**src/rtl/dcnt_timer_ctrl.sv**
```systemverilog
`default_nettype none
// ============================================================================
// Module   : dcnt_timer_ctrl
// Purpose  : Countdown timer controller for the 4-bit down-counter datapath.
//            Generates a prescaled decrement tick and sequences load, start,
//            pause, abort and expiry. The count saturates at zero, emits a
//            one-cycle done pulse and raises a sticky interrupt.
// Revision : 1.0 - initial release
// ============================================================================
module dcnt_timer_ctrl #(
   parameter int WIDTH   = 4,
   parameter int PRESC_W = 8
) (
   input  logic               clk,
   input  logic               reset,
   input  logic [WIDTH-1:0]   load_val,
   input  logic [PRESC_W-1:0] prescale,
   input  logic               start,
   input  logic               stop,
   input  logic               auto_reload,
   input  logic               irq_ack,
   output logic [WIDTH-1:0]   count,
   output logic               tick,
   output logic               busy,
   output logic               done,
   output logic               irq
);

   typedef enum logic [1:0] {
      S_IDLE    = 2'd0,
      S_RUN     = 2'd1,
      S_PAUSED  = 2'd2,
      S_EXPIRED = 2'd3
   } state_t;

   localparam logic [WIDTH-1:0]   C_CNT_ONE   = WIDTH'(1);
   localparam logic [PRESC_W-1:0] C_PRESC_ONE = PRESC_W'(1);

   state_t               r_state;
   state_t               w_state_nxt;
   logic [WIDTH-1:0]     r_count;
   logic [WIDTH-1:0]     w_count_nxt;
   logic [WIDTH-1:0]     r_reload;
   logic [WIDTH-1:0]     w_reload_nxt;
   logic [PRESC_W-1:0]   r_presc;
   logic [PRESC_W-1:0]   w_presc_nxt;
   logic                 r_tick;
   logic                 w_tick_nxt;
   logic                 r_irq;
   logic                 w_irq_nxt;
   logic                 w_tick_due;

   // Prescaler compare against the live prescale value; a value already
   // passed by the counter only matches again after the counter wraps.
   assign w_tick_due = (r_presc == prescale);

   // Next-state and datapath decode; stop has priority over start everywhere.
   always_comb begin
      w_state_nxt  = r_state;
      w_count_nxt  = r_count;
      w_reload_nxt = r_reload;
      w_presc_nxt  = r_presc;
      w_tick_nxt   = 1'b0;
      w_irq_nxt    = irq_ack ? 1'b0 : r_irq;

      case (r_state)
         S_IDLE: begin
            if (start && !stop) begin
               w_reload_nxt = load_val;
               w_count_nxt  = load_val;
               w_presc_nxt  = '0;
               w_state_nxt  = (load_val == '0) ? S_EXPIRED : S_RUN;
            end
         end
         S_RUN: begin
            if (stop) begin
               // Pause freezes everything, even a tick that was due now.
               w_state_nxt = S_PAUSED;
            end else if (w_tick_due) begin
               w_presc_nxt = '0;
               // Count saturates at zero; the guard only matters if RUN is
               // ever entered with a zero count.
               if (r_count != '0) begin
                  w_count_nxt = r_count - C_CNT_ONE;
                  w_tick_nxt  = 1'b1;
                  if (r_count == C_CNT_ONE) begin
                     w_state_nxt = S_EXPIRED;
                  end
               end else begin
                  w_state_nxt = S_EXPIRED;
               end
            end else begin
               w_presc_nxt = r_presc + C_PRESC_ONE;
            end
         end
         S_PAUSED: begin
            if (stop) begin
               // Abort: back to idle without a done pulse.
               w_state_nxt = S_IDLE;
               w_count_nxt = '0;
               w_presc_nxt = '0;
            end else if (start) begin
               w_state_nxt = S_RUN;
            end
         end
         S_EXPIRED: begin
            if (auto_reload && (r_reload != '0)) begin
               w_count_nxt = r_reload;
               w_presc_nxt = '0;
               w_state_nxt = S_RUN;
            end else begin
               w_state_nxt = S_IDLE;
            end
         end
         default: begin
            w_state_nxt = S_IDLE;
         end
      endcase

      // Entering expiry sets the interrupt; this overrides an ack.
      if ((w_state_nxt == S_EXPIRED) && (r_state != S_EXPIRED)) begin
         w_irq_nxt = 1'b1;
      end
   end

   // State and datapath registers with asynchronous clear.
   always_ff @(posedge clk or posedge reset) begin
      if (reset) begin
         r_state  <= S_IDLE;
         r_count  <= '0;
         r_reload <= '0;
         r_presc  <= '0;
         r_tick   <= 1'b0;
         r_irq    <= 1'b0;
      end else begin
         r_state  <= w_state_nxt;
         r_count  <= w_count_nxt;
         r_reload <= w_reload_nxt;
         r_presc  <= w_presc_nxt;
         r_tick   <= w_tick_nxt;
         r_irq    <= w_irq_nxt;
      end
   end

   assign count = r_count;
   assign tick  = r_tick;
   assign irq   = r_irq;
   assign busy  = (r_state != S_IDLE);
   assign done  = (r_state == S_EXPIRED);

endmodule
`default_nettype wire

```
**config.mk**
```make
export PLATFORM = sky130hd
export DESIGN_NAME = dcnt_timer_ctrl
export DESIGN_NICKNAME = d
export VERILOG_FILES = /design/src/rtl/dcnt_timer_ctrl.sv
export SDC_FILE = /design/constraint.sdc
export NUM_CORES = 1
export LEC_CHECK = 0
export CORE_MARGIN = 4
export CORE_UTILIZATION = 55
export DETAILED_ROUTE_END_ITERATION = 7
export PLACE_DENSITY = 0.95
export SYNTH_ARGS = -nofsm -noshare
export SYNTH_HDL_FRONTEND = slang
export SYNTH_SLANG_ARGS = --single-unit
```
**constraint.sdc**
```tcl
create_clock -name clk -period 5.6 [get_ports clk]
set_input_delay 0.84 -clock clk [delete_from_list [all_inputs] [get_ports clk]]
set_output_delay 0.84 -clock clk [all_outputs]
set_load 0.05 [all_outputs]
```
==> key figures, run 1 <==
Timing
  – Setup Skew: 0.00783 ns
  – RSZ-0062 raised after global routing: false
  – Relative slew margins: 0.478
  – Final setup fails: 0
  – Worst Tran Pin Value: 0.782 ns
  – Final hold violations: 0
  – Setup TNS Final: 0 ns
  – Max-slew violations: 0
  – Tcrit/Tclk final: 0.541
  – FMAX: 330 MHz
  – Minimum clock period: 3.03 ns
  – Hold Worst Slack: 0.574 ns

Yosys
  – FF+latch count, synth: 20
  – Post-Syn Area: 0.00132 mm²
  – Post-Syn Instances: 135
  – Synthesized Nets: 157
  – Cell variety after synth: 46
  – Number of synthesized flops with an enable pin: 0
  – Seq/Total Area, Yosys: 0.380
  – Ys flop type: dfrtp_1
  – Largest area contributor in the netlist: dfrtp_1
  – Mean Syn Cell Area: 9.76 µm²
  – Synth top area share: 0.380
  – Top cells by area, synth: dfrtp_1 (38%), xnor2_1 (6.0%), nand2_1 (4.3%)
  – Ys Warns: 0
  – Ys async rst share: 1.00

Setup path
  – Req. time, crit path: 4.76 ns
  – CP Capture Type: primary output
  – CP max stage delay: 0.86 ns
  – Critical path depth: 2
  – Critical Path End: done
  – Worst reg-to-reg path cell count: 5
  – Crit path max-delay family: buffers and inverters
  – Crit Path Category: flip-flop to primary output
  – Worst Setup SP: r_state[0]
  – CP startpoint kind: flip-flop
  – Worst Path Max Fanout: 17
  – CP Buf/Inv Count: 1
  – RR Endpoint: r_presc[7]
  – Crit path cell chain: and2_0, clkdlybuf4s50_1
  – R2R Setup Slk: 3.43 ns
  – Critical Path AT: 2.19 ns
  – CP max stage cell: clkdlybuf4s50_1
  – Reg-to-Reg Start: r_reload[0]

Global route
  – Vias in the first global route: 1155
  – First-pass GRT wire length: 5190 µm
  – Global route overflow: 0
  – Antenna violations before repair: 0
  – Pin count of the biggest net entering global routing: 21
  – Global Route Usage Sum: 0.203

Clocking
  – Worst skew pair latency: 0.30 ns
  – Post-CTS Setup Bufs: 0
  – Post-cts resize count: 0
  – Reg clk slew, reported paths: 0.13 ns
  – Clk sink count: 20
  – H-tree Lvls: 1
  – Cts bufs inserted: 3
  – CTS root buffer: clkbuf_4
  – Hold_buf cts: 0
  – Maximum clock path buffer count: 2
  – CTS tree: yes

Placed design
  – Buffers on Ports: 25
  – Placed Cells incl. Taps: 184
  – Placed wire-length estimate: 2340 µm
  – GP Congestion: 0.915

Die
  – Total core area: 0.00225 mm²
  – Initial Util: 0.584
  – Die height: 56.9 µm
  – Die Wd: 56.9 µm
  – Site Rows: 17
  – Ports: 26
  – Die area: 0.00324 mm²

Detailed routing
  – Drt pass-1 iters: 4
  – Antenna-violating nets left: 0
  – Total Routed Length: 3060 µm
  – Average wire per standard cell: 16.3 µm
  – Drt drc: 0
  – Detailed Route Iter0 Violations: 36
  – Vias per cell: 5.99
  – Vias: 1127

Power
  – Peak supply drop: 0.343 mV
  – Pwr/cell area: 331 mW/mm²
  – Static leakage: 0.648 nW

Cells and area
  – Final cell count without fillers: 188
  – Layout area overhead: 22.6%
  – Layout cell share with drive strength beyond 1: 0.144
  – Final #Nets: 183
  – N_diodes: 0
  – Layout Utilization: 0.716
  – Most common cell after layout, fill and taps aside: clkdlybuf4s50_1
  – Commonest non-fill, non-tap cells in the layout: clkdlybuf4s50_1 (25), dfrtp_1 (20), nand2_1 (15)

Run
  – Max-cap violations: 0

Status
  – Status: finished clean

Worst hold path
  – Hold Crit Class: flip-flop to flip-flop
layout make-up:
class | count | area, µm²
clock buffers | 4 | 36.3
fillers | 166 | 639
inverters | 6 | 22.5
multi-input cells | 105 | 771
flip-flops and latches | 20 | 500
well taps | 28 | 35.0
repair buffers | 25 | 250
synthesized netlist by cell type, drive strengths merged, types with 4 or more instances:
cell    instances
dfrtp          20
nand2          15
xnor2           9
a21oi           7
nor2            7
o21ai           7
inv             6
or2             5
a211oi          4
ha              4
mux2            4
mux2i           4
nand2b          4
routing by layer:
layer | vias up | GRT usage | wire [µm]
met3 | 10 | 0.0317 | 157
li1 | 531 | - | -
met4 | 0 | 0.0927 | 74
met2 | 42 | 0.330 | 1550
met5 | - | 0 | 0
met1 | 544 | 0.266 | 1270
worst reg2reg max path, cell delays in order, from the launching register on:
cell and delay (ns):
dfrtp_1 0.43, or4_4 0.59, a221oi_4 0.61, or4_1 0.21, a21oi_1 0.07, a21o_1 0.17
worst min-delay path by stage:
stage	from	end	slack, ns	depth (start not counted)
after global routing	r_reload[2]	r_reload[2]	0.60	1
after CTS	r_presc[7]	r_presc[7]	0.57	1
after detailed placement	r_presc[7]	r_presc[7]	0.54	1
after global placement	r_reload[2]	r_reload[2]	0.53	1
final	r_presc[7]	r_presc[7]	0.57	1
after floorplan	r_presc[7]	r_presc[7]	0.50	1
cell families after synthesis:
family	after synthesis	synth area share
simple gates	53	0.224
compound gates	31	0.198
flops	20	0.380
buf+inv	10	0.0351
xor+xnor	9	0.0598
mux	8	0.0646
fa+ha+maj	4	0.0380
through the flow:
stage | cell area (µm²) | total power [mW] | setup slack, ns
after global placement | 1580 | 0.438 | 2.97
after CTS | 1620 | 0.533 | 2.62
after detailed placement | 1580 | 0.447 | 2.88
final | 1620 | 0.534 | 2.57
after floorplan | 1320 | 0.369 | 3.58
after global routing | 1620 | 0.565 | 2.50
state kept, by name (all words and copies together), names as in the netlist:
| signal | cells |
|---|---|
| r_presc | 8 |
| irq | 1 |
| r_state | 2 |
| count | 4 |
| tick | 1 |
| r_reload | 4 |
power breakdown:
part,total [mW],leakage (nW),switching [mW],internal (mW)
combinational,0.237,0.367,0.140,0.0964
clock,0.0875,0.0210,0.0478,0.0396
sequential,0.210,0.260,0.0383,0.172
total,0.534,0.648,0.226,0.308
No activity file was read; power rests on OpenSTA's default activity.
==> inputs of run 2 (changes only) <==
CORE_UTILIZATION = 51   (was 55)
PLACE_DENSITY = 0.91   (was 0.95)
clock period = 3 ns   (was 5.6 ns; I/O delays follow)
==> run 2 against run 1 <==
Non-clock buffer count rose by 1; clock power rose by 81%; critical path depth did not move; cell count rose by 1.6%; sequential cell count did not move; die area rose by 6.7%; register-to-register slack got worse by 2.6 ns; final area rose by 0.62%; critical path type unchanged; largest cell class unchanged.
==> key figures, run 2 (same netlist as run 1, synthesis figures left out) <==
Timing
  – Setup Skew: 0.00738 ns (-0.000442 ns)
  – FMAX: 383 MHz
  – Relative slew margins: 0.491 (+0.0126)
  – Max-slew violations: 0 (unchanged)
  – Hold Worst Slack: 0.569 ns (-0.00511 ns)
  – Setup TNS Final: 0 ns (unchanged)
  – Worst Tran Pin Value: 0.763 ns (-0.0188 ns)
  – Final hold violations: 0 (unchanged)
  – Minimum clock period: 2.61 ns
  – Final setup fails: 0 (unchanged)
  – RSZ-0062 raised after global routing: false
  – Tcrit/Tclk final: 0.870

Clocking
  – Maximum clock path buffer count: 2 (unchanged)
  – Worst skew pair latency: 0.30 ns (about the same)
  – H-tree Lvls: 1 (unchanged)
  – Reg clk slew, reported paths: 0.12 ns (about the same)
  – Post-CTS Setup Bufs: 0 (unchanged)
  – Post-cts resize count: 0 (unchanged)
  – Clk sink count: 20 (unchanged)
  – Hold_buf cts: 0 (unchanged)
  – CTS tree: yes
  – Cts bufs inserted: 3 (unchanged)
  – CTS root buffer: clkbuf_4

Detailed routing
  – Drt pass-1 iters: 4 (unchanged)
  – Average wire per standard cell: 15.2 µm (-6.4%)
  – Vias per cell: 5.70 (-4.9%)
  – Antenna-violating nets left: 0 (unchanged)
  – Total Routed Length: 2910 µm (-4.9%)
  – Vias: 1089 (-3.4%)
  – Detailed Route Iter0 Violations: 33 (-8.3%)
  – Drt drc: 0 (unchanged)

Global route
  – Met2 Usage GRT: 0.314 (-0.0156)
  – Met3 GRT Util: 0.0351 (+0.00341)
  – First-pass GRT wire length: 4890 µm (-5.7%)
  – Pin count of the biggest net entering global routing: 21 (unchanged)
  – Global route overflow: 0 (unchanged)
  – Vias in the first global route: 1108 (-4.1%)
  – Busiest layer in global routing: met2
  – Met1 Use GR: 0.225 (-0.0408)
  – Global Route Usage Sum: 0.183 (-0.0200)
  – Antenna violations before repair: 0 (unchanged)

Run
  – Max-cap violations: 0 (unchanged)

Cells and area
  – Commonest non-fill, non-tap cells in the layout: clkdlybuf4s50_1 (25), dfrtp_1 (20), nand2_1 (15)
  – Final #Nets: 184 (+0.55%)
  – Top reg by flops: r_presc
  – Layout cell share with drive strength beyond 1: 0.149 (+0.00532)
  – Layout area overhead: 23.4%
  – N_diodes: 0 (unchanged)
  – Fill count: 199 (+20%)
  – Largest register FFs: 8 (unchanged)
  – Most common cell after layout, fill and taps aside: clkdlybuf4s50_1

Die
  – Initial Util: 0.532 (-0.0525)
  – Total core area: 0.00248 mm² (+9.9%)
  – Die Wd: 58.8 µm (+3.3%)
  – Site Rows: 18 (+1)
  – Die height: 58.8 µm (+3.3%)
  – Die area: 0.00346 mm² (+6.7%)
  – Ports: 26 (unchanged)

Power
  – Pwr/cell area: 605 mW/mm² (+83%)
  – Static leakage: 0.653 nW (+0.81%)
  – Peak supply drop: 0.675 mV (+97%)

Placed design
  – Placed wire-length estimate: 2280 µm (-2.5%)
  – Buffers on Ports: 25 (unchanged)
  – GP Congestion: 0.847 (-7.5%)

Status
  – Status: finished clean

Setup path
  – Critical Path AT: 2.16 ns (-0.03 ns)
  – Req. time, crit path: 2.55 ns (-2.21 ns)
  – CP max stage cell: clkdlybuf4s50_1
  – Crit path cell chain: and2_0, clkdlybuf4s50_1
  – CP Capture Type: primary output
  – Worst Path Max Fanout: 17 (unchanged)
  – CP max stage delay: 0.85 ns (about the same)
  – Crit Path Category: flip-flop to primary output
  – CP startpoint kind: flip-flop

Worst hold path
  – Hold Crit Class: primary input to asynchronous set/reset pin
run 2: metal layers:
layer  part of all wire  vias to the layer above  wire length, µm
met5                  0                        -                0
met4              0.025                        0               72
met3              0.030                        8               88
met2               0.50                       22             1450
met1               0.45                      521             1300
li1                   -                      538                -
run 2: critical path: cells and delay by family (launching register included):
family        cells  cell delay (ns)
simple gates      1             0.32
buf+inv           1             0.85
flops             1             0.68
run 2: power by group:
| part | switching [mW] | total (mW) | internal, mW |
|---|---|---|---|
| Sequential | 0.0729 | 0.394 | 0.321 |
| Clock | 0.0836 | 0.158 | 0.0740 |
| Combinational | 0.253 | 0.431 | 0.178 |
run 2: stage by stage:
stage | power, mW | area [µm²] | cells | worst slack [ns] | utilization
3_3_place_gp | 0.813 | 1590 | 187 | 0.772 | 0.641
5_1_grt | 1.05 | 1630 | 191 | 0.291 | 0.656
2_1_floorplan | 0.688 | 1320 | 135 | 1.25 | -
3_5_place_dp | 0.830 | 1590 | 187 | 0.654 | 0.641
6_report | 0.983 | 1630 | 191 | 0.389 | 0.656
4_1_cts | 0.989 | 1630 | 191 | 0.417 | 0.656
run 2: layout make-up:
| cell class | count | area (µm²) | share of cell area |
|---|---|---|---|
| Tap cell | 30 | 37.5 | 0.0231 |
| Inverter | 6 | 22.5 | 0.0139 |
| Sequential cell | 20 | 500 | 0.308 |
| Multi-Input combinational cell | 105 | 771 | 0.474 |
| Clock buffer | 4 | 36.3 | 0.0223 |
| Timing Repair Buffer | 26 | 258 | 0.159 |
run 2: worst paths after layout:
path	from	endpoint	slack, ns	cells past startpoint
max in group asynchronous	reset	r_reload[2]	1.95	2
max	r_state[0]	done	0.39	2
min reg2reg	r_reload[2]	r_reload[2]	0.57	1
min	reset	r_presc[4]	0.57	2
min in group clk	r_reload[2]	r_reload[2]	0.57	1
max reg2reg	r_reload[0]	r_presc[7]	0.81	5
==> inputs of run 3 (changes only) <==
CELL_PAD_IN_SITES_DETAIL_PLACEMENT = 1   (was not set)
CELL_PAD_IN_SITES_GLOBAL_PLACEMENT = 1   (was not set)
CORE_UTILIZATION = 39   (was 51)
==> run 3 against run 2 <==
Worst setup slack improved by 0.011 ns; clock skew increased by 0.0029 ns; critical endpoint unchanged; non-clock buffer count up 1; hold slack got worse by 0.019 ns; core utilization shrank 13 points; sequential power shrank 2%; final area rose by 1.5%; wire length is 16% higher; global-route usage decreased by 1.0 points; cell count increased by 7.9%; maximum frequency rose by 0.43%; register-to-register slack barely moved; critical path type unchanged.
==> key figures, run 3 (same netlist as run 1, synthesis figures left out) <==
Cells and area
  – Post-route cell area: 0.00165 mm² (+1.5%)
  – Top reg by flops: r_presc
  – Most common cell after layout, fill and taps aside: clkdlybuf4s50_1
  – Fill count: 365 (+83%)
  – N_diodes: 0 (unchanged)
  – Final #Nets: 185 (+0.54%)
  – Layout area overhead: 25.3%
  – Layout Utilization: 0.523 (-0.133)
  – Commonest non-fill, non-tap cells in the layout: clkdlybuf4s50_1 (25), dfrtp_1 (20), nand2_1 (15)
  – Final cell count without fillers: 206 (+7.9%)
  – Largest register FFs: 8 (unchanged)
  – Layout cell share with drive strength beyond 1: 0.154 (+0.00525)

Die
  – Ports: 26 (unchanged)
  – Die area: 0.00437 mm² (+26%)
  – Die height: 66.1 µm (+12%)
  – Site Rows: 20 (+2)
  – Total core area: 0.00315 mm² (+27%)
  – Initial Util: 0.418 (-0.114)
  – Die Wd: 66.1 µm (+12%)

Placed design
  – Buffers on Ports: 25 (unchanged)
  – Cell Area, Placed: 0.00161 mm² (+1.6%)
  – Place WS: 0.677 ns (+0.0228 ns)
  – GP Congestion: 0.837 (-1.2%)
  – Placed Cells incl. Taps: 202 (+8.0%)
  – Placed wire-length estimate: 2600 µm (+14%)

Timing
  – Relative slew margins: 0.491 (about the same)
  – Final setup fails: 0 (unchanged)
  – Setup Skew: 0.0102 ns (+0.00285 ns)
  – Worst Tran Pin Value: 0.763 ns (+0.000327 ns)
  – RSZ-0062 raised after global routing: false
  – Final hold violations: 0 (unchanged)
  – Final worst slack: 0.400 ns (+0.0111 ns)
  – FMAX: 385 MHz (+0.43%)
  – Minimum clock period: 2.60 ns (-0.0111 ns)
  – Setup TNS Final: 0 ns (unchanged)
  – Tcrit/Tclk final: 0.867 (-0.00370)
  – Max-slew violations: 0 (unchanged)

Detailed routing
  – Detailed Route Iter0 Violations: 45 (+36%)
  – Average wire per standard cell: 16.4 µm (+7.7%)
  – Drt pass-1 iters: 4 (unchanged)
  – Total Routed Length: 3380 µm (+16%)
  – Vias per cell: 5.41 (-5.1%)
  – Antenna-violating nets left: 0 (unchanged)
  – Drt drc: 0 (unchanged)
  – Vias: 1115 (+2.4%)

Setup path
  – CP Buf/Inv Count: 1 (unchanged)
  – CP startpoint kind: flip-flop
  – Crit path cell chain: and2_0, clkdlybuf4s50_1
  – Worst Path Max Fanout: 13 (-4)
  – Worst Setup SP: r_state[1]
  – CP max stage delay: 0.87 ns (+0.02 ns)
  – RR Endpoint: r_presc[7]
  – Critical Path End: done
  – R2R Setup Slk: 0.82 ns (about the same)
  – CP max stage cell: clkdlybuf4s50_1
  – Crit path max-delay family: buffers and inverters
  – Critical Path AT: 2.15 ns (about the same)
  – CP Capture Type: primary output
  – Reg-to-Reg Start: r_reload[0]
  – Worst reg-to-reg path cell count: 5 (unchanged)
  – Crit Path Category: flip-flop to primary output
  – Req. time, crit path: 2.55 ns (about the same)
  – Critical path depth: 2 (unchanged)

Global route
  – Pin count of the biggest net entering global routing: 21 (unchanged)
  – First-pass GRT wire length: 5860 µm (+20%)
  – Vias in the first global route: 1217 (+9.8%)
  – Global Route Usage Sum: 0.173 (-0.0101)
  – Global route overflow: 0 (unchanged)
  – Antenna violations before repair: 0 (unchanged)

Clocking
  – Clk sink count: 20 (unchanged)
  – Hold_buf cts: 0 (unchanged)
  – Post-CTS Setup Bufs: 0 (unchanged)
  – Reg clk slew, reported paths: 0.12 ns (about the same)
  – Cts bufs inserted: 3 (unchanged)
  – Post-cts resize count: 0 (unchanged)
  – CTS root buffer: clkbuf_4
  – Maximum clock path buffer count: 2 (unchanged)
  – CTS tree: yes
  – H-tree Lvls: 1 (unchanged)
  – Worst skew pair latency: 0.32 ns (+0.02 ns)

Run
  – Max-cap violations: 0 (unchanged)

Status
  – Status: finished clean

Power
  – Pwr/cell area: 610 mW/mm² (+0.97%)
  – Peak supply drop: 0.405 mV (-40%)
  – Static leakage: 0.658 nW (+0.78%)

Worst hold path
  – Hold Crit Class: flip-flop to flip-flop
-- run 3: cell types whose count changed in the layout (fill, tap and decap cells not counted) --
cell,previous run,this run
buf_4,1,2
-- run 3: final cells by class --
class | count | area (µm²) | share of cell area
Multi-Input combinational cell | 105 | 771 | 0.467
Sequential cell | 20 | 500 | 0.303
Timing Repair Buffer | 27 | 265 | 0.161
Tap cell | 44 | 55.1 | 0.0334
Clock buffer | 4 | 36.3 | 0.0220
Inverter | 6 | 22.5 | 0.0136
-- run 3: worst min-delay path by stage --
stage | to | cells after the start | from
4_1_cts | r_reload[1] | 1 | r_reload[1]
2_1_floorplan | count[0] | 1 | reset
5_1_grt | r_reload[0] | 1 | r_reload[0]
3_5_place_dp | r_reload[1] | 1 | r_reload[1]
3_3_place_gp | r_reload[3] | 1 | r_reload[3]
6_report | r_reload[1] | 1 | r_reload[1]
-- run 3: where the power goes --
group,internal (mW),leakage (nW),switching [mW],total (mW)
Clock,0.0742,0.0210,0.0905,0.165
Combinational,0.182,0.377,0.273,0.455
Sequential,0.321,0.260,0.0665,0.387
Total,0.577,0.658,0.430,1.01
-- run 3: per-stage QoR --
stage	hold slack (ns)	total power, mW
final	0.550	1.01
after global routing	0.589	1.08
after CTS	0.555	1.02
after detailed placement	0.527	0.850
after global placement	0.523	0.822
after floorplan	0.414	0.688
-- run 3: layer usage --
metal / up-vias / global-route usage / wire (µm)
met5: - / 0 / 0
met4: 0 / 0.0457 / 39
met3: 5 / 0.0391 / 78
met2: 13 / 0.289 / 1730
met1: 559 / 0.223 / 1530
li1: 538 / - / -
